[src/rtl/pulse_train_gen_if.sv]
// Start/busy/done bundle between control logic and pulse_train_gen.
// master: drives i_start/i_cnt; slave: drives o_pls/o_busy/o_done.
interface pulse_train_gen_if #(
  parameter int CNT_W = 4
);
  logic             i_start;
  logic [CNT_W-1:0] i_cnt;
  logic             o_pls;
  logic             o_busy;
  logic             o_done;

  modport master (
    output i_start,
    output i_cnt,
    input  o_pls,
    input  o_busy,
    input  o_done
  );

  modport slave (
    input  i_start,
    input  i_cnt,
    output o_pls,
    output o_busy,
    output o_done
  );
endinterface

[src/rtl/pulse_train_gen.sv]
// Emits i_cnt fixed-width pulses on o_pls, each followed by a gap.
// Ports: clk, rst (async, active high), bus (slave: start/cnt in, pls/busy/done out).
module pulse_train_gen #(
  parameter int CNT_W      = 4,
  parameter int PULSE_CLKS = 16,
  parameter int GAP_CLKS   = 16
) (
  input  logic              clk,
  input  logic              rst,
  pulse_train_gen_if.slave  bus
);

  localparam int MAXC =
    (PULSE_CLKS > GAP_CLKS) ? PULSE_CLKS : GAP_CLKS;
  localparam int TW = $clog2(MAXC + 1);

  localparam logic [TW-1:0] T_HI = TW'(PULSE_CLKS - 1);
  localparam logic [TW-1:0] T_LO = TW'(GAP_CLKS - 1);

  typedef enum logic [1:0] {
    IDLE = 2'd0,
    HIGH = 2'd1,
    LOW  = 2'd2
  } state_t;

  state_t           state_q, state_d;
  logic [CNT_W-1:0] rem_q, rem_d;
  logic [TW-1:0]    tmr_q, tmr_d;
  logic             pls_q, pls_d;
  logic             busy_q, busy_d;
  logic             done_q, done_d;

  logic tmr_zero;
  logic cnt_zero;

  assign tmr_zero = (tmr_q == '0);
  assign cnt_zero = (bus.i_cnt == '0);

  always_ff @(posedge clk or posedge rst) begin
    if (rst) begin
      state_q <= IDLE;
      rem_q   <= '0;
      tmr_q   <= '0;
      pls_q   <= 1'b0;
      busy_q  <= 1'b0;
      done_q  <= 1'b0;
    end else begin
      state_q <= state_d;
      rem_q   <= rem_d;
      tmr_q   <= tmr_d;
      pls_q   <= pls_d;
      busy_q  <= busy_d;
      done_q  <= done_d;
    end
  end

  // Outputs are registered from the next state so they line up
  // with the state they describe, one cycle after the request.
  always_comb begin
    state_d = state_q;
    rem_d   = rem_q;
    tmr_d   = tmr_q;
    done_d  = 1'b0;

    unique case (state_q)
      IDLE: begin
        if (bus.i_start) begin
          if (cnt_zero) begin
            done_d = 1'b1;
          end else begin
            rem_d   = bus.i_cnt;
            tmr_d   = T_HI;
            state_d = HIGH;
          end
        end
      end
      HIGH: begin
        if (tmr_zero) begin
          rem_d   = rem_q - CNT_W'(1);
          tmr_d   = T_LO;
          state_d = LOW;
        end else begin
          tmr_d = tmr_q - TW'(1);
        end
      end
      LOW: begin
        if (tmr_zero) begin
          if (rem_q != '0) begin
            tmr_d   = T_HI;
            state_d = HIGH;
          end else begin
            done_d  = 1'b1;
            state_d = IDLE;
          end
        end else begin
          tmr_d = tmr_q - TW'(1);
        end
      end
      default: begin
        state_d = IDLE;
      end
    endcase

    pls_d  = (state_d == HIGH);
    busy_d = (state_d != IDLE);
  end

  assign bus.o_pls  = pls_q;
  assign bus.o_busy = busy_q;
  assign bus.o_done = done_q;

endmodule
[src/flat_wrapper.sv]
// flat-port wrapper written by rule: the top's interface ports become plain ports
module pulse_train_gen_flat 
#(
  parameter int CNT_W      = 4,
  parameter int PULSE_CLKS = 16,
  parameter int GAP_CLKS   = 16
)
  (clk, rst, bus_i_start, bus_i_cnt, bus_o_pls, bus_o_busy, bus_o_done);
  pulse_train_gen_if #(.CNT_W(CNT_W)) bus_i ();
  input  logic clk;
  input  logic rst;
  input wire logic [$bits(bus_i.i_start)-1:0] bus_i_start;
  input wire logic [$bits(bus_i.i_cnt)-1:0] bus_i_cnt;
  output wire logic [$bits(bus_i.o_pls)-1:0] bus_o_pls;
  output wire logic [$bits(bus_i.o_busy)-1:0] bus_o_busy;
  output wire logic [$bits(bus_i.o_done)-1:0] bus_o_done;
  assign bus_i.i_start = bus_i_start;
  assign bus_i.i_cnt = bus_i_cnt;
  assign bus_o_pls = bus_i.o_pls;
  assign bus_o_busy = bus_i.o_busy;
  assign bus_o_done = bus_i.o_done;
  pulse_train_gen #(.CNT_W(CNT_W), .PULSE_CLKS(PULSE_CLKS), .GAP_CLKS(GAP_CLKS)) u_core (.clk(clk), .rst(rst), .bus(bus_i));
endmodule
[config.mk]
export PLATFORM = sky130hd
export DESIGN_NAME = pulse_train_gen_flat
export DESIGN_NICKNAME = d
export VERILOG_FILES = /design/src/rtl/pulse_train_gen_if.sv /design/src/rtl/pulse_train_gen.sv /design/src/flat_wrapper.sv
export SDC_FILE = /design/constraint.sdc
export NUM_CORES = 1
export LEC_CHECK = 0
export CAP_MARGIN = 5
export CELL_PAD_IN_SITES_DETAIL_PLACEMENT = 0
export CELL_PAD_IN_SITES_GLOBAL_PLACEMENT = 1
export CORE_MARGIN = 2
export CORE_UTILIZATION = 38
export CTS_BUF_LIST = sky130_fd_sc_hd__clkbuf_4 sky130_fd_sc_hd__clkbuf_8 sky130_fd_sc_hd__clkbuf_16
export DETAILED_ROUTE_END_ITERATION = 16
export HOLD_SLACK_MARGIN = 0.02
export MAX_ROUTING_LAYER = met4
export PLACE_DENSITY_LB_ADDON = 0.1
export SETUP_SLACK_MARGIN = 0.05
export SKIP_CTS_REPAIR_TIMING = 1
export SLEW_MARGIN = 20
export SYNTH_ARGS = -nofsm -noshare
export SYNTH_HDL_FRONTEND = slang
export SYNTH_SLANG_ARGS = --single-unit
[constraint.sdc]
create_clock -name clk -period 1.75 [get_ports clk]
set_input_delay 0.2625 -clock clk [delete_from_list [all_inputs] [get_ports clk]]
set_output_delay 0.2625 -clock clk [all_outputs]
set_load 0.02 [all_outputs]
==> flow_summary.html, run 1 <==
<table>
<tr><th>Metric</th><th>Value</th></tr>
<tr><th colspan="2">Finish</th></tr>
<tr><td>Inserted Diodes</td><td>0</td></tr>
<tr><td>Layout cells sized above 1</td><td>40.8%</td></tr>
<tr><td>Area Growth Syn to Fin</td><td>48.5%</td></tr>
<tr><td>Total non-filler cell area in the finished layout</td><td>1330 sq um</td></tr>
<tr><td>Post-layout nets</td><td>139</td></tr>
<tr><th colspan="2">STA</th></tr>
<tr><td>Share of the clock period used by the worst path after layout</td><td>100%</td></tr>
<tr><td>Unrepaired setup endpoints after global routing</td><td>true</td></tr>
<tr><td>Final setup vio count</td><td>1</td></tr>
<tr><td>Setup skew after layout</td><td>0.0104 ns</td></tr>
<tr><td>Final Critical Period</td><td>1.75 ns</td></tr>
<tr><td>Rel. slew slack</td><td>61.9%</td></tr>
<tr><td>Slew of the pin with the lowest slew margin</td><td>0.571 ns</td></tr>
<tr><td>Upper clock frequency limit</td><td>571 MHz</td></tr>
<tr><td>Hold Violations, Final</td><td>0</td></tr>
<tr><td>Fin. max-slew vios</td><td>0</td></tr>
<tr><td>Setup ws final</td><td>-0.000886 ns</td></tr>
<tr><td>Worst hold slack</td><td>0.320 ns</td></tr>
<tr><th colspan="2">Yosys</th></tr>
<tr><td>Async set or reset register ratio after synthesis</td><td>100%</td></tr>
<tr><td>Fraction of synthesized cell area taken by the top area cell type</td><td>39.1%</td></tr>
<tr><td>Most common cell in the synthesized netlist</td><td>dfrtp_1</td></tr>
<tr><td>Leading register cell type out of synthesis</td><td>dfrtp_1</td></tr>
<tr><td>Area of the mapped netlist</td><td>897 sq um</td></tr>
<tr><td>Count of different cell masters after synthesis</td><td>35</td></tr>
<tr><td>Count of flip-flops with a built-in enable after synthesis</td><td>0</td></tr>
<tr><td>Total of flip-flops plus latches after synthesis</td><td>14</td></tr>
<tr><td>Mean Syn Cell Area</td><td>10.2 sq um</td></tr>
<tr><td>Synth Instances</td><td>88</td></tr>
<tr><td>Yosys warnings</td><td>0</td></tr>
<tr><td>Largest area contributor in the netlist</td><td>dfrtp_1</td></tr>
<tr><td>Leading post-synthesis cells by cell area</td><td>dfrtp_1 39%, ha_1 8.4%, mux2i_1 3.3%</td></tr>
<tr><td>Sequential-to-total area share from yosys stat</td><td>39.1%</td></tr>
<tr><td>Most used standard cells in the synthesized netlist</td><td>14 x dfrtp_1, 7 x inv_1, 7 x nor2_1</td></tr>
<tr><td>Synthesized Nets</td><td>101</td></tr>
<tr><th colspan="2">Power and ir drop</th></tr>
<tr><td>Cell leakage power</td><td>0.551 nW</td></tr>
<tr><td>Combinational share of power</td><td>60.3%</td></tr>
<tr><td>Worst IR Drop VDD</td><td>0.844 mV</td></tr>
<tr><td>Switch share</td><td>38.9%</td></tr>
<tr><td>Switching Power</td><td>0.000743 W</td></tr>
<tr><td>Sequential share of power</td><td>27.2%</td></tr>
<tr><td>Clk network pwr share</td><td>12.5%</td></tr>
<tr><td>Power per cell area</td><td>1430 nW/um^2</td></tr>
<tr><td>Post-route total power</td><td>0.00191 W</td></tr>
<tr><td>Internal power contribution</td><td>0.00117 W</td></tr>
<tr><th colspan="2">Worst setup path</th></tr>
<tr><td>Worst endpoint required time</td><td>1.91 ns</td></tr>
<tr><td>Critical path class</td><td>flip-flop to flip-flop</td></tr>
<tr><td>Data arrival, critical path</td><td>1.92 ns</td></tr>
<tr><td>Max Fanout on Critical Path</td><td>4</td></tr>
<tr><td>Critical Path End Type</td><td>flip-flop</td></tr>
<tr><td>Crit path launch type</td><td>flip-flop</td></tr>
<tr><td>Cell depth of the worst flop-to-flop path</td><td>6</td></tr>
<tr><th colspan="2">Placement</th></tr>
<tr><td>Post-placement cell area</td><td>1220 sq um</td></tr>
<tr><td>GPL Wtd Cong</td><td>0.793</td></tr>
<tr><td>PortBufs</td><td>9</td></tr>
<tr><td>Pre-CTS setup slack</td><td>-0.155 ns</td></tr>
<tr><td>Detailed Place HPWL</td><td>1.52 mm</td></tr>
<tr><th colspan="2">Global route</th></tr>
<tr><td>Sum of overflow across all layers after global routing</td><td>0</td></tr>
<tr><td>Number of antenna violations at the first check in global routing</td><td>0</td></tr>
<tr><td>Global-route wire length before repair</td><td>3.60 mm</td></tr>
<tr><td>Pin count of the biggest net entering global routing</td><td>15</td></tr>
<tr><td>Via count of the first global-routing pass</td><td>802</td></tr>
<tr><td>Total global routing track utilization</td><td>18.9%</td></tr>
<tr><th colspan="2">CTS</th></tr>
<tr><td>Buffers from clock root to sink, at most</td><td>2</td></tr>
<tr><td>Clock edge transition at the registers on the reported setup and hold paths</td><td>0.09 ns</td></tr>
<tr><td>Maximum level of the CTS H-tree</td><td>1</td></tr>
<tr><td>Clock latency on the worst-skew pair</td><td>0.29 ns</td></tr>
<tr><td>CTS tree</td><td>done</td></tr>
<tr><td>Clock tree root buffer cell</td><td>clkbuf_4</td></tr>
<tr><td>Clk sink count</td><td>14</td></tr>
<tr><td>Total CTS buffers</td><td>3</td></tr>
<tr><th colspan="2">Route</th></tr>
<tr><td>1st-iter DRT viols</td><td>10</td></tr>
<tr><td>Post-route ant nets</td><td>0</td></tr>
<tr><td>Drt drc</td><td>0</td></tr>
<tr><td>Count of vias placed by the detailed router</td><td>788</td></tr>
<tr><td>Average vias per placed instance</td><td>5.15</td></tr>
<tr><td>Detailed-route wire length per cell</td><td>13.6 um</td></tr>
<tr><td>Detailed-routing iteration count for the pre-antenna-repair pass</td><td>4</td></tr>
<tr><td>Routed wire length</td><td>2.08 mm</td></tr>
<tr><th colspan="2">Outcome</th></tr>
<tr><td>Failing checks</td><td>negative setup slack</td></tr>
<tr><td>Result of the run</td><td>finished, violations left</td></tr>
<tr><th colspan="2">Worst hold path</th></tr>
<tr><td>Hold WC Path Type</td><td>primary input to asynchronous set/reset pin</td></tr>
<tr><th colspan="2">Die</th></tr>
<tr><td>Placeable core region</td><td>2210 sq um</td></tr>
<tr><td>Number of core rows</td><td>17</td></tr>
<tr><td>Die span in y</td><td>52.6 um</td></tr>
<tr><td>Horizontal extent of the die</td><td>52.6 um</td></tr>
<tr><td>Initial Util</td><td>40.6%</td></tr>
<tr><td>Number of top-level design ports</td><td>10</td></tr>
<tr><td>Area of the die</td><td>2770 sq um</td></tr>
<tr><th colspan="2">Flow run</th></tr>
<tr><td>Number of maximum-capacitance violations</td><td>0</td></tr>
</table>
cells in the final DEF, fill, tap and decap left out, types with 2 or more instances in the layout:
cell	instances
buf_4	26
dfrtp_1	14
clkdlybuf4s50_1	9
nor2_1	7
nand2_1	5
inv_1	5
o21ai_0	4
nor3_1	4
nand3_1	3
ha_1	3
clkbuf_4	3
nor2b_1	2
inv_2	2
mux2i_1	2
a21oi_1	2
nand2b_1	2
ha_2	2
flip-flops by register name, summed over array words and instances (netlist names):
signal / cells
u_core.bus.o_done: 1
u_core.tmr_q: 5
u_core.bus.o_pls: 1
u_core.rem_q: 4
u_core.state_q: 2
u_core.bus.o_busy: 1
per-layer routing:
layer  global-route usage [%]  vias to the layer above  routed length, um
li1                         -                      398                  -
met1                     24.4                      373               1010
met2                     27.7                       13                924
met3                     5.43                        4                 98
met4                     7.69                        0                 40
met5                        -                        -                  0
worst max-delay path: stages, from the launching register on:
cell       delay, ns
dfrtp_1         0.39
inv_2           0.07
ha_4            0.14
or4b_4          0.51
a221oi_4        0.29
a2111oi_4       0.06
o21bai_1        0.16
final timing paths:
check                                 from  slack (ns)           endpoint
max reg2reg                u_core.tmr_q[1]     -0.0009  u_core.bus.o_busy
min                                    rst        0.32    u_core.tmr_q[2]
min in group clk           u_core.rem_q[3]        0.56    u_core.rem_q[3]
max in group asynchronous              rst        1.04    u_core.rem_q[2]
max                        u_core.tmr_q[1]     -0.0009  u_core.bus.o_busy
min reg2reg                u_core.rem_q[3]        0.56    u_core.rem_q[3]
cells by family (layout without fill, tap and decap cells):
family	after synthesis	count (layout)	share of synthesized area (%)
multiplexers	3	3	3.35
buffers and inverters	9	46	3.77
AO/OA/AOI/OAI	22	22	22.6
flip-flops	14	14	39.1
AND/OR/NAND/NOR	34	34	22.9
adder cells (fa/ha/maj)	6	6	8.37
layout make-up:
| type | count | area [sq um] |
|---|---|---|
| inverter | 7 | 26.3 |
| multi-input combinational | 65 | 599 |
| timing repair buffer | 35 | 285 |
| tap | 28 | 35.0 |
| clock buffer | 4 | 36.3 |
| fill | 192 | 880 |
| sequential | 14 | 350 |
power by group through the flow:
stage,registers (W),logic [W],clock network (W)
after global placement,0.000518,0.00101,0
after global routing,0.000533,0.00130,0.000264
final,0.000519,0.00115,0.000239
after CTS,0.000514,0.00103,0.000254
after detailed placement,0.000520,0.00103,0
after floorplan,0.000557,0.000582,0
metrics by stage:
step                      setup TNS [ns]  utilization [%]  std cells
after floorplan                  -0.0208                -         88
after global placement            -0.768             55.3        146
after detailed placement          -0.815             55.3        146
after CTS                         -0.138             57.0        150
after global routing              -0.236             60.2        153
final                          -0.000886             60.2        153
No activity file was read; power rests on OpenSTA's default activity.
==> run 2: changes to the inputs <==
--- a/config.mk
+++ b/config.mk
@@ -5,13 +5,13 @@
 export SDC_FILE = /design/constraint.sdc
 export NUM_CORES = 1
 export LEC_CHECK = 0
-export CAP_MARGIN = 5
 export CELL_PAD_IN_SITES_DETAIL_PLACEMENT = 0
 export CELL_PAD_IN_SITES_GLOBAL_PLACEMENT = 1
 export CORE_MARGIN = 2
 export CORE_UTILIZATION = 38
 export CTS_BUF_LIST = sky130_fd_sc_hd__clkbuf_4 sky130_fd_sc_hd__clkbuf_8 sky130_fd_sc_hd__clkbuf_16
 export DETAILED_ROUTE_END_ITERATION = 16
+export GPL_TIMING_DRIVEN = 0
 export HOLD_SLACK_MARGIN = 0.02
 export MAX_ROUTING_LAYER = met4
 export PLACE_DENSITY_LB_ADDON = 0.1
==> run 2 against run 1 <==
Against the previous run: the run still ends with negative setup slack left; clock skew decreased by 0.0098 ns; via count is 3.7% lower; wire length increased by 2.0%.
==> flow_summary.html, run 2 (same netlist as run 1, synthesis figures left out) <==
<table>
<tr><th>Metric</th><th>Value</th></tr>
<tr><th colspan="2">Die</th></tr>
<tr><td>Placeable core region</td><td>2210 sq um</td></tr>
<tr><td>Number of top-level design ports</td><td>10</td></tr>
<tr><td>Horizontal extent of the die</td><td>52.6 um</td></tr>
<tr><td>Number of core rows</td><td>17</td></tr>
<tr><td>Die span in y</td><td>52.6 um</td></tr>
<tr><td>Area of the die</td><td>2770 sq um</td></tr>
<tr><td>Initial Util</td><td>40.6%</td></tr>
<tr><th colspan="2">Finish</th></tr>
<tr><td>FILL cells</td><td>195</td></tr>
<tr><td>Top reg by flops</td><td>u_core.tmr_q</td></tr>
<tr><td>Largest registers</td><td>u_core.tmr_q (5), u_core.rem_q (4), u_core.state_q (2)</td></tr>
<tr><td>Post-layout nets</td><td>129</td></tr>
<tr><td>Flip-flop count of the largest register, all copies and words added</td><td>5</td></tr>
<tr><td>Area Growth Syn to Fin</td><td>45.3%</td></tr>
<tr><td>Leading cell type in the layout, fill and taps excluded</td><td>buf_4</td></tr>
<tr><td>Layout cells sized above 1</td><td>40.0%</td></tr>
<tr><td>Total non-filler cell area in the finished layout</td><td>1300 sq um</td></tr>
<tr><td>Inserted Diodes</td><td>0</td></tr>
<tr><td>Commonest cells after routing, fill and taps aside</td><td>15 x buf_4, 13 x dfrtp_1, 9 x clkdlybuf4s50_1, 6 x nor2_1, 5 x nand2_1</td></tr>
<tr><th colspan="2">CTS</th></tr>
<tr><td>Clock edge transition at the registers on the reported setup and hold paths</td><td>0.09 ns</td></tr>
<tr><td>Clock latency on the worst-skew pair</td><td>0.28 ns</td></tr>
<tr><td>Total CTS buffers</td><td>3</td></tr>
<tr><td>CTS tree</td><td>done</td></tr>
<tr><td>Clk sink count</td><td>14</td></tr>
<tr><td>Buffers from clock root to sink, at most</td><td>2</td></tr>
<tr><td>Clock tree root buffer cell</td><td>clkbuf_4</td></tr>
<tr><td>Maximum level of the CTS H-tree</td><td>1</td></tr>
<tr><th colspan="2">Worst setup path</th></tr>
<tr><td>Endpoint of the lowest-slack register-to-register path</td><td>u_core.rem_q[3]</td></tr>
<tr><td>Reg-to-Reg Start</td><td>u_core.tmr_q[0]</td></tr>
<tr><td>Cell depth of the worst flop-to-flop path</td><td>7</td></tr>
<tr><td>Critical Path End Type</td><td>flip-flop</td></tr>
<tr><td>Data arrival, critical path</td><td>2.14 ns</td></tr>
<tr><td>Max Fanout on Critical Path</td><td>4</td></tr>
<tr><td>Internal reg-to-reg setup slack</td><td>-0.16 ns</td></tr>
<tr><td>Worst endpoint required time</td><td>1.98 ns</td></tr>
<tr><td>Crit path launch type</td><td>flip-flop</td></tr>
<tr><td>Critical path class</td><td>flip-flop to flip-flop</td></tr>
<tr><th colspan="2">STA</th></tr>
<tr><td>Upper clock frequency limit</td><td>523 MHz</td></tr>
<tr><td>Fin. max-slew vios</td><td>0</td></tr>
<tr><td>Rel. slew slack</td><td>63.4%</td></tr>
<tr><td>Setup skew after layout</td><td>0.000631 ns</td></tr>
<tr><td>Unrepaired setup endpoints after global routing</td><td>true</td></tr>
<tr><td>Hold Violations, Final</td><td>0</td></tr>
<tr><td>Slew of the pin with the lowest slew margin</td><td>0.549 ns</td></tr>
<tr><td>Worst hold slack</td><td>0.313 ns</td></tr>
<tr><td>Share of the clock period used by the worst path after layout</td><td>109%</td></tr>
<tr><td>Setup ws final</td><td>-0.161 ns</td></tr>
<tr><td>Final setup vio count</td><td>6</td></tr>
<tr><td>Final Critical Period</td><td>1.91 ns</td></tr>
<tr><th colspan="2">Global route</th></tr>
<tr><td>Number of antenna violations at the first check in global routing</td><td>0</td></tr>
<tr><td>Total global routing track utilization</td><td>16.1%</td></tr>
<tr><td>Pin count of the biggest net entering global routing</td><td>15</td></tr>
<tr><td>Via count of the first global-routing pass</td><td>649</td></tr>
<tr><td>Sum of overflow across all layers after global routing</td><td>0</td></tr>
<tr><td>Global-route wire length before repair</td><td>3.02 mm</td></tr>
<tr><th colspan="2">Route</th></tr>
<tr><td>Average vias per placed instance</td><td>5.31</td></tr>
<tr><td>Drt drc</td><td>0</td></tr>
<tr><td>Post-route ant nets</td><td>0</td></tr>
<tr><td>Routed wire length</td><td>2.12 mm</td></tr>
<tr><td>Detailed-routing iteration count for the pre-antenna-repair pass</td><td>4</td></tr>
<tr><td>Count of vias placed by the detailed router</td><td>759</td></tr>
<tr><td>1st-iter DRT viols</td><td>11</td></tr>
<tr><td>Detailed-route wire length per cell</td><td>14.8 um</td></tr>
<tr><th colspan="2">Power and ir drop</th></tr>
<tr><td>Switching Power</td><td>0.000785 W</td></tr>
<tr><td>Power per cell area</td><td>1500 nW/um^2</td></tr>
<tr><td>Cell leakage power</td><td>0.509 nW</td></tr>
<tr><td>Internal power contribution</td><td>0.00118 W</td></tr>
<tr><td>Sequential share of power</td><td>28.4%</td></tr>
<tr><td>Worst IR Drop VDD</td><td>0.808 mV</td></tr>
<tr><td>Switch share</td><td>40.0%</td></tr>
<tr><td>Clk network pwr share</td><td>12.2%</td></tr>
<tr><td>Combinational share of power</td><td>59.4%</td></tr>
<tr><th colspan="2">Placement</th></tr>
<tr><td>Detailed Place HPWL</td><td>1.29 mm</td></tr>
<tr><td>GPL Wtd Cong</td><td>0.803</td></tr>
<tr><td>PortBufs</td><td>9</td></tr>
<tr><td>Post-placement cell area</td><td>1060 sq um</td></tr>
<tr><th colspan="2">Flow run</th></tr>
<tr><td>Number of maximum-capacitance violations</td><td>0</td></tr>
<tr><th colspan="2">Outcome</th></tr>
<tr><td>Failing checks</td><td>negative setup slack</td></tr>
<tr><td>Result of the run</td><td>finished, violations left</td></tr>
<tr><th colspan="2">Worst hold path</th></tr>
<tr><td>Hold WC Path Type</td><td>primary input to asynchronous set/reset pin</td></tr>
</table>
==> run 2: routing by layer <==
layer  up-vias  part of all wire, %  routed length, um  global-route usage, %
li1        380                    -                  -                      -
met1       361                   46                967                   20.4
met2        16                   48               1020                   23.3
met3         2                  5.0                106                   6.57
met4         0                 0.94                 20                   5.13
met5         -                    0                  0                      -
==> run 2: how the worst max path moves through the flow <==
| stage | endpoint | slack [ns] | cells past startpoint | from |
|---|---|---|---|---|
| final | u_core.rem_q[3] | -0.16 | 7 | u_core.tmr_q[0] |
| after global routing | u_core.rem_q[3] | -0.30 | 7 | u_core.tmr_q[0] |
| after CTS | u_core.rem_q[3] | -0.21 | 6 | u_core.tmr_q[0] |
| after detailed placement | u_core.rem_q[3] | -0.47 | 6 | bus_i_cnt[1] |
| after global placement | u_core.rem_q[3] | -0.48 | 6 | bus_i_cnt[1] |
| after floorplan | u_core.bus.o_busy | -0.02 | 6 | u_core.tmr_q[0] |
==> run 2: through the flow <==
stage / TNS (ns) / setup slack [ns] / total power (W) / std cells / utilization [%]
5_1_grt: -1.18 / -0.296 / 0.00210 / 143 / 58.9
3_5_place_dp: -2.94 / -0.466 / 0.00133 / 125 / 47.9
4_1_cts: -1.22 / -0.210 / 0.00158 / 129 / 49.5
2_1_floorplan: -0.0208 / -0.0178 / 0.00114 / 88 / -
6_report: -0.472 / -0.161 / 0.00196 / 143 / 58.9
3_3_place_gp: -2.98 / -0.476 / 0.00133 / 125 / 47.9
==> run 2: area by class of cell <==
type | instances | area (sq um) | area share, %
tap | 28 | 35.0 | 2.69
clock buffer | 4 | 36.3 | 2.78
multi-input combinational | 65 | 647 | 49.6
sequential | 14 | 352 | 27.0
inverter | 7 | 26.3 | 2.02
buffer | 1 | 5.00 | 0.384
timing repair buffer | 24 | 203 | 15.5
==> run 2: critical path: stages (launching register included) <==
cell and delay (ns):
dfrtp_1 0.42, inv_2 0.09, ha_4 0.14, nor4b_4 0.40
mux2i_4 0.15, buf_4 0.18, o32ai_1 0.31, a211o_1 0.16
==> run 2: power groups by stage <==
stage	registers (W)	logic (W)	clock network (W)
floorplan	0.000557	0.000582	0
global placement	0.000550	0.000780	0
detailed placement	0.000548	0.000782	0
CTS	0.000542	0.000787	0.000247
global route	0.000575	0.00126	0.000266
finish	0.000558	0.00116	0.000240
